**src/rtl/sram_port_arbiter_pkg.sv**
```systemverilog
// Shared types and helpers for the IF/DM single-port SRAM arbiter.
package sram_port_arbiter_pkg;

  typedef enum logic {IDLE, ACCESS} state_e;
  typedef enum logic {OWN_IF, OWN_DM} owner_e;

  localparam logic [3:0] BE_N_ALL  = 4'b0000;
  localparam logic [3:0] BE_N_NONE = 4'b1111;

  // Byte address to word address; the caller truncates to its SRAM width.
  function automatic logic [31:0] word_addr(input logic [31:0] byte_addr);
    return byte_addr >> 2;
  endfunction

endpackage

```
**src/rtl/sram_port_arbiter_if.sv**
```systemverilog
// Pipeline memory ports plus external SRAM pins of the arbiter.
interface sram_port_arbiter_if #(parameter int ADDR_W = 20);
    logic              if_req_i;
    logic [31:0]       if_addr_i;
    logic              if_gnt_o;
    logic              if_rvalid_o;
    logic [31:0]       if_rdata_o;
    logic              dm_req_i;
    logic              dm_we_i;
    logic [31:0]       dm_addr_i;
    logic [3:0]        dm_wbe_n_i;
    logic [31:0]       dm_wdata_i;
    logic              dm_gnt_o;
    logic              dm_rvalid_o;
    logic [31:0]       dm_rdata_o;
    logic              sram_ce_n_o;
    logic              sram_we_n_o;
    logic [3:0]        sram_be_n_o;
    logic [ADDR_W-1:0] sram_addr_o;
    logic [31:0]       sram_wdata_o;
    logic [31:0]       sram_rdata_i;

    modport slave (
        input  if_req_i, if_addr_i, dm_req_i, dm_we_i, dm_addr_i, dm_wbe_n_i, dm_wdata_i,
               sram_rdata_i,
        output if_gnt_o, if_rvalid_o, if_rdata_o, dm_gnt_o, dm_rvalid_o, dm_rdata_o,
               sram_ce_n_o, sram_we_n_o, sram_be_n_o, sram_addr_o, sram_wdata_o
    );

    modport master (
        output if_req_i, if_addr_i, dm_req_i, dm_we_i, dm_addr_i, dm_wbe_n_i, dm_wdata_i,
               sram_rdata_i,
        input  if_gnt_o, if_rvalid_o, if_rdata_o, dm_gnt_o, dm_rvalid_o, dm_rdata_o,
               sram_ce_n_o, sram_we_n_o, sram_be_n_o, sram_addr_o, sram_wdata_o
    );
endinterface

```
**src/rtl/sram_arb_pick.sv**
```systemverilog
// Grant decision: DM first, but IF is forced through after MAX_DM_RUN DM grants in a row.
module sram_arb_pick #(
    parameter int MAX_DM_RUN = 4
) (
    input  logic clk,
    input  logic rst,
    input  logic en,
    input  logic if_req,
    input  logic dm_req,
    output logic gnt_if,
    output logic gnt_dm
);
    localparam int RW = $clog2(MAX_DM_RUN + 1);

    logic [RW-1:0] dm_run_q;
    logic          if_forced;

    assign if_forced = if_req && (dm_run_q == RW'(MAX_DM_RUN));

    always_comb begin
        gnt_if = 1'b0;
        gnt_dm = 1'b0;
        if (en && !rst) begin
            if (dm_req && !if_forced) gnt_dm = 1'b1;
            else if (if_req)          gnt_if = 1'b1;
        end
    end

    // Only counts DM wins that actually made IF wait.
    always_ff @(posedge clk) begin
        if (rst)
            dm_run_q <= '0;
        else if (gnt_if || !if_req)
            dm_run_q <= '0;
        else if (gnt_dm && dm_run_q != RW'(MAX_DM_RUN))
            dm_run_q <= dm_run_q + 1'b1;
    end
endmodule

```
**src/rtl/sram_port_arbiter.sv**
```systemverilog
// Shares one fixed-latency single-port SRAM between the IF and DM requesters.
module sram_port_arbiter
    import sram_port_arbiter_pkg::*;
#(
    parameter int SRAM_LAT   = 2,
    parameter int ADDR_W     = 20,
    parameter int MAX_DM_RUN = 4
) (
    input  logic               clk,
    input  logic               rst,
    sram_port_arbiter_if.slave bus
);
    localparam int CW = (SRAM_LAT > 1) ? $clog2(SRAM_LAT) : 1;

    state_e            state_q, state_d;
    owner_e            owner_q;
    logic [CW-1:0]     cnt_q;
    logic              we_q;
    logic [3:0]        wbe_n_q;
    logic [ADDR_W-1:0] addr_q;
    logic [31:0]       wdata_q;
    logic              if_rvalid_q, dm_rvalid_q;
    logic [31:0]       if_rdata_q, dm_rdata_q;
    logic              gnt_if, gnt_dm, done;
    logic              ce_n, we_n;
    logic [3:0]        be_n;

    sram_arb_pick #(.MAX_DM_RUN(MAX_DM_RUN)) u_pick (
        .clk    (clk),
        .rst    (rst),
        .en     (state_q == IDLE),
        .if_req (bus.if_req_i),
        .dm_req (bus.dm_req_i),
        .gnt_if (gnt_if),
        .gnt_dm (gnt_dm)
    );

    assign done = (state_q == ACCESS) && (cnt_q == '0);

    always_comb begin
        state_d = state_q;
        ce_n    = 1'b1;
        we_n    = 1'b1;
        be_n    = BE_N_NONE;
        case (state_q)
            IDLE:   if (gnt_if || gnt_dm) state_d = ACCESS;
            ACCESS: begin
                if (done) state_d = IDLE;
                we_n = !we_q;
                be_n = we_q ? wbe_n_q : BE_N_ALL;
                // A write with no bytes enabled never selects the chip.
                ce_n = we_q && (wbe_n_q == BE_N_NONE);
            end
            default: state_d = IDLE;
        endcase
    end

    always_ff @(posedge clk) begin
        if (rst) begin
            state_q     <= IDLE;
            owner_q     <= OWN_DM;
            cnt_q       <= '0;
            we_q        <= 1'b0;
            wbe_n_q     <= BE_N_NONE;
            addr_q      <= '0;
            wdata_q     <= '0;
            if_rvalid_q <= 1'b0;
            dm_rvalid_q <= 1'b0;
            if_rdata_q  <= '0;
            dm_rdata_q  <= '0;
        end else begin
            state_q     <= state_d;
            if_rvalid_q <= 1'b0;
            dm_rvalid_q <= 1'b0;
            if (gnt_dm) begin
                owner_q <= OWN_DM;
                we_q    <= bus.dm_we_i;
                wbe_n_q <= bus.dm_wbe_n_i;
                addr_q  <= ADDR_W'(word_addr(bus.dm_addr_i));
                wdata_q <= bus.dm_wdata_i;
                cnt_q   <= CW'(SRAM_LAT - 1);
            end else if (gnt_if) begin
                owner_q <= OWN_IF;
                we_q    <= 1'b0;
                wbe_n_q <= BE_N_ALL;
                addr_q  <= ADDR_W'(word_addr(bus.if_addr_i));
                cnt_q   <= CW'(SRAM_LAT - 1);
            end else if (state_q == ACCESS && cnt_q != '0) begin
                cnt_q <= cnt_q - 1'b1;
            end
            if (done) begin
                if (owner_q == OWN_DM) begin
                    dm_rvalid_q <= 1'b1;
                    if (!we_q) dm_rdata_q <= bus.sram_rdata_i;
                end else begin
                    if_rvalid_q <= 1'b1;
                    if_rdata_q  <= bus.sram_rdata_i;
                end
            end
        end
    end

    assign bus.if_gnt_o     = gnt_if;
    assign bus.dm_gnt_o     = gnt_dm;
    assign bus.if_rvalid_o  = if_rvalid_q;
    assign bus.dm_rvalid_o  = dm_rvalid_q;
    assign bus.if_rdata_o   = if_rdata_q;
    assign bus.dm_rdata_o   = dm_rdata_q;
    assign bus.sram_ce_n_o  = ce_n;
    assign bus.sram_we_n_o  = we_n;
    assign bus.sram_be_n_o  = be_n;
    assign bus.sram_addr_o  = addr_q;
    assign bus.sram_wdata_o = wdata_q;
endmodule

```
**src/flat_wrapper.sv**
```systemverilog
// flat-port wrapper written by rule: the top's interface ports become plain ports
module sram_port_arbiter_flat import sram_port_arbiter_pkg::*;
#(
    parameter int SRAM_LAT   = 2,
    parameter int ADDR_W     = 20,
    parameter int MAX_DM_RUN = 4
)
  (clk, rst, bus_if_req_i, bus_if_addr_i, bus_dm_req_i, bus_dm_we_i, bus_dm_addr_i, bus_dm_wbe_n_i, bus_dm_wdata_i, bus_sram_rdata_i, bus_if_gnt_o, bus_if_rvalid_o, bus_if_rdata_o, bus_dm_gnt_o, bus_dm_rvalid_o, bus_dm_rdata_o, bus_sram_ce_n_o, bus_sram_we_n_o, bus_sram_be_n_o, bus_sram_addr_o, bus_sram_wdata_o);
  sram_port_arbiter_if #(.ADDR_W(ADDR_W)) bus_i ();
  input  logic clk;
  input  logic rst;
  input wire logic [$bits(bus_i.if_req_i)-1:0] bus_if_req_i;
  input wire logic [$bits(bus_i.if_addr_i)-1:0] bus_if_addr_i;
  input wire logic [$bits(bus_i.dm_req_i)-1:0] bus_dm_req_i;
  input wire logic [$bits(bus_i.dm_we_i)-1:0] bus_dm_we_i;
  input wire logic [$bits(bus_i.dm_addr_i)-1:0] bus_dm_addr_i;
  input wire logic [$bits(bus_i.dm_wbe_n_i)-1:0] bus_dm_wbe_n_i;
  input wire logic [$bits(bus_i.dm_wdata_i)-1:0] bus_dm_wdata_i;
  input wire logic [$bits(bus_i.sram_rdata_i)-1:0] bus_sram_rdata_i;
  output wire logic [$bits(bus_i.if_gnt_o)-1:0] bus_if_gnt_o;
  output wire logic [$bits(bus_i.if_rvalid_o)-1:0] bus_if_rvalid_o;
  output wire logic [$bits(bus_i.if_rdata_o)-1:0] bus_if_rdata_o;
  output wire logic [$bits(bus_i.dm_gnt_o)-1:0] bus_dm_gnt_o;
  output wire logic [$bits(bus_i.dm_rvalid_o)-1:0] bus_dm_rvalid_o;
  output wire logic [$bits(bus_i.dm_rdata_o)-1:0] bus_dm_rdata_o;
  output wire logic [$bits(bus_i.sram_ce_n_o)-1:0] bus_sram_ce_n_o;
  output wire logic [$bits(bus_i.sram_we_n_o)-1:0] bus_sram_we_n_o;
  output wire logic [$bits(bus_i.sram_be_n_o)-1:0] bus_sram_be_n_o;
  output wire logic [$bits(bus_i.sram_addr_o)-1:0] bus_sram_addr_o;
  output wire logic [$bits(bus_i.sram_wdata_o)-1:0] bus_sram_wdata_o;
  assign bus_i.if_req_i = bus_if_req_i;
  assign bus_i.if_addr_i = bus_if_addr_i;
  assign bus_i.dm_req_i = bus_dm_req_i;
  assign bus_i.dm_we_i = bus_dm_we_i;
  assign bus_i.dm_addr_i = bus_dm_addr_i;
  assign bus_i.dm_wbe_n_i = bus_dm_wbe_n_i;
  assign bus_i.dm_wdata_i = bus_dm_wdata_i;
  assign bus_i.sram_rdata_i = bus_sram_rdata_i;
  assign bus_if_gnt_o = bus_i.if_gnt_o;
  assign bus_if_rvalid_o = bus_i.if_rvalid_o;
  assign bus_if_rdata_o = bus_i.if_rdata_o;
  assign bus_dm_gnt_o = bus_i.dm_gnt_o;
  assign bus_dm_rvalid_o = bus_i.dm_rvalid_o;
  assign bus_dm_rdata_o = bus_i.dm_rdata_o;
  assign bus_sram_ce_n_o = bus_i.sram_ce_n_o;
  assign bus_sram_we_n_o = bus_i.sram_we_n_o;
  assign bus_sram_be_n_o = bus_i.sram_be_n_o;
  assign bus_sram_addr_o = bus_i.sram_addr_o;
  assign bus_sram_wdata_o = bus_i.sram_wdata_o;
  sram_port_arbiter #(.SRAM_LAT(SRAM_LAT), .ADDR_W(ADDR_W), .MAX_DM_RUN(MAX_DM_RUN)) u_core (.clk(clk), .rst(rst), .bus(bus_i));
endmodule
```
**config.mk**
```make
export PLATFORM = sky130hd
export DESIGN_NAME = sram_port_arbiter_flat
export DESIGN_NICKNAME = d
export VERILOG_FILES = /design/src/rtl/sram_port_arbiter_pkg.sv /design/src/rtl/sram_port_arbiter_if.sv /design/src/rtl/sram_arb_pick.sv /design/src/rtl/sram_port_arbiter.sv /design/src/flat_wrapper.sv
export SDC_FILE = /design/constraint.sdc
export NUM_CORES = 1
export LEC_CHECK = 0
export ABC_AREA = 1
export CORE_MARGIN = 1.5
export CORE_UTILIZATION = 50
export DETAILED_ROUTE_END_ITERATION = 8
export DONT_BUFFER_PORTS = 1
export SKIP_LAST_GASP = 1
export SYNTH_ARGS = -nofsm -noshare
export SYNTH_HDL_FRONTEND = slang
export SYNTH_HIERARCHICAL = 1
export SYNTH_SLANG_ARGS = --single-unit
```
**constraint.sdc**
```tcl
create_clock -name clk -period 3.08 [get_ports clk]
set_input_delay 0.616 -clock clk [delete_from_list [all_inputs] [get_ports clk]]
set_output_delay 0.616 -clock clk [all_outputs]
set_load 0.02 [all_outputs]
```
==> flow_metrics.env, run 1 <==
export IMPL_result_of_the_run="finished, final reports clean"
export IMPL_chipHeight_um=107
export IMPL_min_delay_start="rst"
export IMPL_synthesis_instances=784
export IMPL_gr_usage_all_layers=0.225
export IMPL_n_antenna_cell=0
export IMPL_rsz_0062_raised_after_global_routing="false"
export IMPL_layout_cells_most_common="sky130_fd_sc_hd__nor2_1"
export IMPL_drv_cap=0
export IMPL_share_of_layout_cells_above_drive_strength_1=0.0672
export IMPL_r2r_cells=10
export IMPL_irDropWorstVdd_mv=0.305
export IMPL_ys_seq_elements=129
export IMPL_worstPathCellList="inv_1, ha_1, nand3_2, nand2_2, nor2_4, buf_4"
export IMPL_timing_setup_tns_ns=0
export IMPL_path_clk_slew_ns=0.06
export IMPL_fin_worst_hold_slack_ns=0.178
export IMPL_floorplan_core_area_mm2=0.0105
export IMPL_cp_start_kind="flop"
export IMPL_critPathCaptureType="primary output"
export IMPL_cts_hold_buf=0
export IMPL_synth_distinct_cells=24
export IMPL_die_area_mm2=0.0115
export IMPL_yosys_area_top_type_share=0.474
export IMPL_drtIter0Drc=353
export IMPL_initial_util=0.520
export IMPL_yosysTopAreaCell="sky130_fd_sc_hd__dfxtp_1"
export IMPL_critical_path_required_ns=2.46
export IMPL_fmaxAchievable_mhz=354
export IMPL_cts_resized_gates=0
export IMPL_numClockSinks=129
export IMPL_min_period_ns=2.83
export IMPL_yosysSeqAreaShare=0.474
export IMPL_floorplan_die_width_um=107
export IMPL_worst_skew_pair_late_latency_ns=0.50
export IMPL_critical_path_reg2reg_startpoint="u_core/u_pick/dm_run_q[0]"
export IMPL_cellPowerDensity_mw_per_mm2=713
export IMPL_routed_wire_length_per_instance_um=14.2
export IMPL_grt_pass1_wl_mm=20.5
export IMPL_design_portCount=263
export IMPL_yosysWarningCount=6
export IMPL_grt_start_max_net_pins=83
export IMPL_cts_buffers_inserted=17
export IMPL_final_nets=901
export IMPL_met2WireLength_mm=6.35
export IMPL_cts_tree="yes"
export IMPL_met3WireLength_mm=1.24
export IMPL_firstDrtPassIters=4
export IMPL_tightestPinTransition_ns=0.826
export IMPL_critical_path_s_largest_stage_delay_ns=0.48
export IMPL_synthesized_area_mm2=0.00544
export IMPL_grt_antenna_before_repair=0
export IMPL_finalSetupViolCount=0
export IMPL_via_density_per_instance=4.93
export IMPL_grt_overflow_total=0
export IMPL_clock_root_buffer="sky130_fd_sc_hd__clkbuf_8"
export IMPL_drt_antenna_violating_nets=0
export IMPL_numPortBuffers=0
export IMPL_finalHoldViolations=0
export IMPL_finalWirelength_mm=12.9
export IMPL_route_layer_met1_wl_mm=5.17
export IMPL_first_global_vias=4301
export IMPL_drc_errors=0
export IMPL_syn_area_per_cell_um2=6.94
export IMPL_cts_htree_levels=4
export IMPL_area_delta_synth_final_pct=8.28
export IMPL_floorplan_rows=37
export IMPL_timing_max_transition_violations_final=0
export IMPL_synth_area_top_cells="sky130_fd_sc_hd__dfxtp_1 47%, sky130_fd_sc_hd__nor2_1 14%, sky130_fd_sc_hd__nand2_1 12%"
export IMPL_mappedNetlistNets=923
export IMPL_topRoutingLayerUsed="met4"
export IMPL_timing_slew_headroom=0.448
export IMPL_crit_path_top_delay_cell="sky130_fd_sc_hd__buf_4"
export IMPL_timing_critical_path_from="u_core/u_pick/dm_run_q[0]"
export IMPL_p_leak_nw=2.98
export IMPL_ff2ff_setup_slack_ns=0.91
export IMPL_worst_ep_arrival_time_ns=2.21
export IMPL_detailedPlacementHpwl_mm=8.61
export IMPL_gp_congestion=0.754
export IMPL_timing_critical_path_fanout_max=41
export IMPL_postCtsSetupBuffers=0
export IMPL_min_path_type="in -> reg"
export IMPL_mostFrequentLayoutCells="198 x sky130_fd_sc_hd__nor2_1, 181 x sky130_fd_sc_hd__nand2_1, 129 x sky130_fd_sc_hd__dfxtp_1"
export IMPL_critical_path_class="reg -> out"
export IMPL_dr_total_vias=4484
export IMPL_clock_skew_final_ns=0.00784
export IMPL_clk_path_buf_depth=2
export IMPL_setup_worst_path_end="bus_dm_gnt_o"
export IMPL_period_share=0.918
export IMPL_worst_r2r_endpoint="u_core/bus.sram_addr_o[3]"
-- synthesized netlist by cell type --
library cell,n
sky130_fd_sc_hd__nor3_1,1
sky130_fd_sc_hd__inv_1,89
sky130_fd_sc_hd__o211ai_1,1
sky130_fd_sc_hd__a211oi_1,1
sky130_fd_sc_hd__nor2_2,4
sky130_fd_sc_hd__clkbuf_1,8
sky130_fd_sc_hd__and2_1,1
sky130_fd_sc_hd__ha_1,2
sky130_fd_sc_hd__nand3_2,2
sky130_fd_sc_hd__nor2_4,3
sky130_fd_sc_hd__nand2_2,3
sky130_fd_sc_hd__o21ai_0,33
sky130_fd_sc_hd__a21oi_2,1
sky130_fd_sc_hd__nand4_1,1
sky130_fd_sc_hd__dfxtp_1,129
sky130_fd_sc_hd__a22oi_1,4
sky130_fd_sc_hd__inv_2,6
sky130_fd_sc_hd__a21oi_1,3
sky130_fd_sc_hd__buf_6,16
sky130_fd_sc_hd__buf_4,5
sky130_fd_sc_hd__nand2_1,181
sky130_fd_sc_hd__buf_2,17
sky130_fd_sc_hd__nand3_1,74
sky130_fd_sc_hd__nor2_1,199
-- cell type report --
type	instances	area (um^2)
multi-input combinational	514	2180
inverter	95	358
timing repair buffer	5	50.0
sequential	129	2580
fill	1006	4570
tap	136	170
clock buffer	25	474
clock inverter	6	80.1
-- critical path: cells and delay by family, from the launching register on --
family	cells	cell delay [ns]
adders and majority gates	1	0.23
buffers and inverters	2	0.55
DFF	1	0.33
and+or+nand+nor	3	0.56
-- cells by family after synthesis --
kind of cell | share of synthesized area
buffers and inverters | 0.127
and+or+nand+nor | 0.351
DFF | 0.474
AOI/OAI and AO/OA | 0.0430
adders and majority gates | 0.00460
-- routing by layer --
metal | GRT usage | vias up
li1 | - | 2315
met1 | 0.246 | 1977
met2 | 0.391 | 179
met3 | 0.0944 | 13
met4 | 0.0799 | 0
met5 | 0 | -
-- state kept, by name, summed over array words and instances (netlist names) --
name and flops:
u_core/state_q 1, u_core/u_pick/dm_run_q 3, u_core/bus.dm_rvalid_o 1, u_core/cnt_q 1, u_core/we_q 1, u_core/owner_q 1, u_core/bus.dm_rdata_o 32, u_core/bus.sram_addr_o 20
u_core/bus.if_rvalid_o 1, u_core/bus.sram_wdata_o 32, u_core/bus.if_rdata_o 32, u_core/wbe_n_q 4
-- metrics by stage --
step	cell area, um^2	power (W)	worst slack (ns)	instances	util
final	5890	0.00420	0.253	910	0.563
after global routing	5890	0.00439	0.0431	910	0.563
after CTS	5890	0.00425	0.211	910	0.563
after detailed placement	5340	0.00237	0.736	879	0.510
after global placement	5340	0.00235	0.829	879	0.510
after floorplan	5440	0.00231	1.17	784	-
-- where the power goes --
part	switching [W]	total (W)	leakage [nW]	internal [W]
clock	0.000665	0.00187	0.276	0.00121
combinational	0.000238	0.000349	1.65	0.000111
sequential	0.000200	0.00198	1.05	0.00178
-- worst min path at each step --
stage               cells after the start                end  slack, ns
finish                                  1        u_core/we_q       0.18
CTS                                     1        u_core/we_q       0.15
floorplan                               2  u_core/wbe_n_q[1]       0.44
detailed placement                      2  u_core/wbe_n_q[1]       0.47
global route                            1       u_core/cnt_q       0.14
global placement                        2  u_core/wbe_n_q[1]       0.46
Power figures use the tool's default switching activity.
==> run 2: changes to the inputs <==
--- a/config.mk
+++ b/config.mk
@@ -10,6 +10,7 @@
 export CORE_UTILIZATION = 50
 export DETAILED_ROUTE_END_ITERATION = 8
 export DONT_BUFFER_PORTS = 1
+export REMOVE_ABC_BUFFERS = 1
 export SKIP_LAST_GASP = 1
 export SYNTH_ARGS = -nofsm -noshare
 export SYNTH_HDL_FRONTEND = slang
==> run 2 against run 1 <==
Register-to-register slack improved by 0.08 ns. Global-route usage fell by 0.18 points. Non-clock buffer count rose by 2. Count of clock-buffer cells in the layout fell by 8. Critical endpoint is now bus_if_gnt_o. Combinational power fell by 1%. Largest power group is now the clock network. Largest cell class unchanged. Critical path type unchanged. Flip-flop and latch count did not move. Worst hold slack got worse by 0.015 ns. First-iteration DRC count fell by 12%. Core utilization rose by 1.0 points. Final area rose by 1.8%. Critical path depth did not move. Sequential share of layout area fell by 0.78 points.
==> flow_metrics.env, run 2 (synthesis gave the netlist of run 1 again) <==
export IMPL_numPortBuffers=0
export IMPL_drtIter0Drc=312
export IMPL_final_util=0.573
export IMPL_detailedPlacementHpwl_mm=8.42
export IMPL_finalWirelength_mm=12.8
export IMPL_drc_errors=0
export IMPL_initial_util=0.520
export IMPL_cts_resized_gates=0
export IMPL_gr_usage_all_layers=0.223
export IMPL_critPathCaptureType="primary output"
export IMPL_via_density_per_instance=4.89
export IMPL_worst_ep_arrival_time_ns=1.91
export IMPL_floorplan_rows=37
export IMPL_clk_path_buf_depth=2
export IMPL_worst_skew_pair_late_latency_ns=0.52
export IMPL_clock_root_buffer="sky130_fd_sc_hd__clkbuf_8"
export IMPL_drv_cap=0
export IMPL_layout_cells_most_common="sky130_fd_sc_hd__nor2_1"
export IMPL_numPlacedInstances=881
export IMPL_min_path_type="in -> reg"
export IMPL_cts_hold_buf=0
export IMPL_timing_slew_headroom=0.425
export IMPL_floorplan_core_area_mm2=0.0105
export IMPL_final_nets=903
export IMPL_result_of_the_run="finished, final reports clean"
export IMPL_timing_critical_path_fanout_max=8
export IMPL_timing_max_transition_violations_final=0
export IMPL_period_share=0.819
export IMPL_worstPathCellList="inv_1, ha_1, nand3_2, nand2_2, nand2_1, nor2_2"
export IMPL_irDropWorstVdd_mv=0.348
export IMPL_clock_skew_final_ns=0.00861
export IMPL_dr_total_vias=4461
export IMPL_cts_buffers_inserted=17
export IMPL_drt_antenna_violating_nets=0
export IMPL_finalHoldViolations=0
export IMPL_finalSetupViolCount=0
export IMPL_layout_cells_non_filler=913
export IMPL_crit_path_top_delay_cell="sky130_fd_sc_hd__nor2_2"
export IMPL_tightestPinTransition_ns=0.861
export IMPL_floorplan_die_width_um=107
export IMPL_path_clk_slew_ns=0.06
export IMPL_totalPowerFinal_w=0.00451
export IMPL_cellPowerDensity_mw_per_mm2=751
export IMPL_grt_overflow_total=0
export IMPL_filler_cell_count=983
export IMPL_postCtsSetupBuffers=0
export IMPL_timing_setup_tns_ns=0
export IMPL_routed_wire_length_per_instance_um=14.0
export IMPL_chipHeight_um=107
export IMPL_mostFrequentLayoutCells="198 x sky130_fd_sc_hd__nor2_1, 181 x sky130_fd_sc_hd__nand2_1, 129 x sky130_fd_sc_hd__dfxtp_1"
export IMPL_first_global_vias=4222
export IMPL_grt_antenna_before_repair=0
export IMPL_firstDrtPassIters=5
export IMPL_gp_congestion=0.789
export IMPL_n_antenna_cell=0
export IMPL_numClockSinks=129
export IMPL_design_portCount=263
export IMPL_rsz_0062_raised_after_global_routing="false"
export IMPL_min_period_ns=2.52
export IMPL_critical_path_s_largest_stage_delay_ns=0.49
export IMPL_fmaxAchievable_mhz=396
export IMPL_area_delta_synth_final_pct=10.2
export IMPL_critical_path_class="reg -> out"
export IMPL_share_of_layout_cells_above_drive_strength_1=0.0772
export IMPL_p_leak_nw=3.02
export IMPL_cts_htree_levels=4
export IMPL_die_area_mm2=0.0115
export IMPL_critical_path_required_ns=2.46
export IMPL_grt_start_max_net_pins=97
export IMPL_cts_tree="yes"
export IMPL_grt_pass1_wl_mm=20.3
export IMPL_cp_start_kind="flop"
==> run 2: path summary, 6_finish.rpt <==
kind                              from                         to  slack, ns  depth (start not counted)
min                                rst               u_core/cnt_q       0.16                          1
min reg2reg             u_core/owner_q     u_core/bus.dm_rvalid_o       0.50                          2
max reg2reg  u_core/u_pick/dm_run_q[0]  u_core/bus.sram_addr_o[0]       0.99                         11
max          u_core/u_pick/dm_run_q[0]               bus_if_gnt_o       0.56                          6
==> run 2: cell type report <==
type	count	area, um^2	area share
tap	136	170	0.0284
clock inverter	15	231	0.0386
inverter	95	358	0.0596
clock buffer	17	414	0.0690
multi-input combinational	514	2180	0.363
timing repair buffer	7	65.1	0.0108
sequential	129	2580	0.430
==> run 2: critical path: cells and delay by family (launching register included) <==
kind,cells,cell delay [ns]
AND/OR/NAND/NOR,4,0.79
adder cells (fa/ha/maj),1,0.20
buffers and inverters,1,0.09
flip-flops,1,0.31
==> run 2: power by group <==
| group | switching, W | internal [W] | total, W |
|---|---|---|---|
| logic | 0.000233 | 0.000113 | 0.000345 |
| clock network | 0.000772 | 0.00141 | 0.00218 |
| registers | 0.000202 | 0.00178 | 0.00198 |
| total | 0.00121 | 0.00330 | 0.00451 |
==> run 2: layer usage <==
layer	share of wire	track usage	wire length [um]	vias up
met5	0	0	0	-
met4	0.026	0.105	327	0
met3	0.11	0.0854	1340	26
met2	0.47	0.382	6040	189
met1	0.40	0.243	5040	1924
li1	-	-	-	2322
==> run 2: stage by stage <==
| step | hold slack (ns) | cell area (um^2) | setup WS, ns |
|---|---|---|---|
| final | 0.163 | 6000 | 0.558 |
| after global routing | 0.137 | 6000 | 0.471 |
| after CTS | 0.132 | 6000 | 0.542 |
| after detailed placement | 0.484 | 5350 | 1.02 |
| after global placement | 0.467 | 5350 | 1.04 |
| after floorplan | 0.439 | 5110 | -0.0296 |
==> run 3: changes to the inputs <==
--- a/config.mk
+++ b/config.mk
@@ -10,6 +10,7 @@
 export CORE_UTILIZATION = 50
 export DETAILED_ROUTE_END_ITERATION = 8
 export DONT_BUFFER_PORTS = 1
+export PLACE_DENSITY = 0.68
 export REMOVE_ABC_BUFFERS = 1
 export SKIP_LAST_GASP = 1
 export SYNTH_ARGS = -nofsm -noshare
==> constraint.sdc (replaced) <==
create_clock -name clk -period 2.25 [get_ports clk]
set_input_delay 0.45 -clock clk [delete_from_list [all_inputs] [get_ports clk]]
set_output_delay 0.45 -clock clk [all_outputs]
set_load 0.02 [all_outputs]
==> run 3 against run 2 <==
Clock power rose by 18%. Count of clock-buffer cells in the layout rose by 3. Flip-flop and latch count did not move. Worst setup slack got worse by 0.45 ns. Sequential share of layout area fell by 0.44 points. Register-to-register slack got worse by 0.76 ns. Final area rose by 1.0%. Worst hold slack got worse by 0.092 ns. Die area did not move. First-iteration DRC count rose by 3.5%. Core utilization rose by 0.60 points. Non-clock buffer count rose by 9. Critical path type unchanged.
==> flow_metrics.env, run 3 (synthesis gave the netlist of run 1 again) <==
export IMPL_result_of_the_run="finished, final reports clean"
export IMPL_drt_antenna_violating_nets=0
export IMPL_initial_util=0.520
export IMPL_mostFrequentLayoutCells="198 x sky130_fd_sc_hd__nor2_1, 180 x sky130_fd_sc_hd__nand2_1, 129 x sky130_fd_sc_hd__dfxtp_1"
export IMPL_numPortBuffers=0
export IMPL_power_clock_fraction=0.443
export IMPL_grt_antenna_before_repair=0
export IMPL_min_path_type="in -> reg"
export IMPL_power_net_switching_w=0.00162
export IMPL_period_share=0.952
export IMPL_timing_critical_path_fanout_max=5
export IMPL_via_density_per_instance=5.03
export IMPL_area_delta_synth_final_pct=11.4
export IMPL_routed_wire_length_per_instance_um=14.5
export IMPL_fmaxAchievable_mhz=467
export IMPL_worst_skew_pair_late_latency_ns=0.51
export IMPL_layout_cells_most_common="sky130_fd_sc_hd__nor2_1"
export IMPL_firstDrtPassIters=5
export IMPL_min_period_ns=2.14
export IMPL_die_area_mm2=0.0115
export IMPL_comb_power_share=0.088
export IMPL_critical_path_reg2reg_startpoint="u_core/state_q"
export IMPL_power_share_switching=0.281
export IMPL_grt_start_max_net_pins=106
export IMPL_power_share_sequential=0.469
export IMPL_floorplan_die_width_um=107
export IMPL_final_util=0.579
export IMPL_design_portCount=263
export IMPL_cts_tree="yes"
export IMPL_timing_slew_headroom=0.552
export IMPL_fin_worst_hold_slack_ns=0.0715
export IMPL_path_clk_slew_ns=0.06
export IMPL_gr_usage_all_layers=0.229
export IMPL_cellPowerDensity_mw_per_mm2=955
export IMPL_grt_pass1_wl_mm=20.9
export IMPL_tightestPinTransition_ns=0.664
export IMPL_cts_htree_levels=4
export IMPL_clk_path_buf_depth=2
export IMPL_n_antenna_cell=0
export IMPL_worst_ep_arrival_time_ns=1.69
export IMPL_timing_critical_path_from="u_core/u_pick/dm_run_q[1]"
export IMPL_cts_buffers_inserted=17
export IMPL_clock_skew_final_ns=0.0105
export IMPL_drv_cap=0
export IMPL_timing_max_transition_violations_final=0
export IMPL_irDropWorstVdd_mv=0.484
export IMPL_clock_root_buffer="sky130_fd_sc_hd__clkbuf_8"
export IMPL_finalWirelength_mm=13.3
export IMPL_numClockSinks=129
export IMPL_floorplan_rows=37
export IMPL_cp_start_kind="flop"
export IMPL_critical_path_class="reg -> out"
export IMPL_final_nets=912
export IMPL_drc_errors=0
export IMPL_drtIter0Drc=323
export IMPL_critical_path_required_ns=1.80
export IMPL_chipHeight_um=107
export IMPL_gp_congestion=0.785
export IMPL_min_delay_start="bus_dm_wdata_i[6]"
export IMPL_first_global_vias=4442
export IMPL_detailedPlacementHpwl_mm=8.75
export IMPL_p_leak_nw=3.05
export IMPL_finalHoldViolations=0
export IMPL_critPathCaptureType="primary output"
export IMPL_share_of_layout_cells_above_drive_strength_1=0.0903
export IMPL_grt_overflow_total=0
export IMPL_finalSetupViolCount=0
export IMPL_internal_power_of_the_cells_w=0.00416
export IMPL_floorplan_core_area_mm2=0.0105
export IMPL_dr_total_vias=4634
run 3: changes by cell type in the layout (fill, tap and decap cells not counted), sizes merged:
cell | before | now
buf | 7 | 13
dlygate4sd3 | 0 | 1
clkinv | 6 | 7
clkinvlp | 2 | 3
clkbuf | 17 | 22
inv | 97 | 96
bufinv | 5 | 1
run 3: layout make-up:
class,count,area [um^2]
sequential,129,2580
multi-input combinational,514,2190
timing repair buffer,16,195
fill,970,4400
tap,136,170
clock inverter,12,108
inverter,95,358
clock buffer,20,455
run 3: final timing paths:
path / endpoint / slack (ns) / cells after the start
max: bus_if_gnt_o / 0.11 / 7
min: u_core/bus.sram_wdata_o[6] / 0.07 / 2
max reg2reg: u_core/bus.sram_addr_o[16] / 0.23 / 9
min reg2reg: u_core/wbe_n_q[1] / 0.52 / 2
run 3: power by group through the flow:
stage | Combinational, W | Clock [W] | Sequential [W]
2_1_floorplan | 0.000376 | 0 | 0.00272
3_5_place_dp | 0.000486 | 0 | 0.00276
3_3_place_gp | 0.000464 | 0 | 0.00276
6_report | 0.000507 | 0.00257 | 0.00271
4_1_cts | 0.000493 | 0.00262 | 0.00272
5_1_grt | 0.000583 | 0.00272 | 0.00273
run 3: what timing repair did:
action                     4_1_cts  5_1_grt
setup buffers                    1        2
pin swaps                        1        3
hold endpoints to repair         5        0
cloned                           0        2
setup endpoints to repair        1        2
hold buffers                     1        0
resized for setup                3        5
run 3: routing by layer:
metal,track usage,wire (um),share of wire,vias up
li1,-,-,-,2343
met1,0.240,5080,0.38,2062
met2,0.396,6500,0.49,212
met3,0.105,1540,0.12,17
met4,0.0921,215,0.016,0
met5,0,0,0,-
run 3: metrics by stage:
stage / instances / TNS (ns) / instance area [um^2] / worst slack [ns] / total power [W]
global route: 922 / -0.0397 / 6060 / -0.0397 / 0.00603
CTS: 918 / 0 / 5980 / 0.00930 / 0.00583
global placement: 884 / 0 / 5390 / 0.382 / 0.00322
floorplan: 738 / -46.24 / 5110 / -0.839 / 0.00310
finish: 922 / 0 / 6060 / 0.107 / 0.00579
detailed placement: 884 / 0 / 5390 / 0.296 / 0.00325
run 3: critical path, stage by stage (launching register included):
cell and delay (ns):
sky130_fd_sc_hd__dfxtp_1 0.31, sky130_fd_sc_hd__inv_1 0.08, sky130_fd_sc_hd__ha_2 0.19, sky130_fd_sc_hd__nand3_2 0.10
sky130_fd_sc_hd__nand2_4 0.12, sky130_fd_sc_hd__nand2_2 0.07, sky130_fd_sc_hd__nor2_4 0.16, sky130_fd_sc_hd__buf_12 0.15
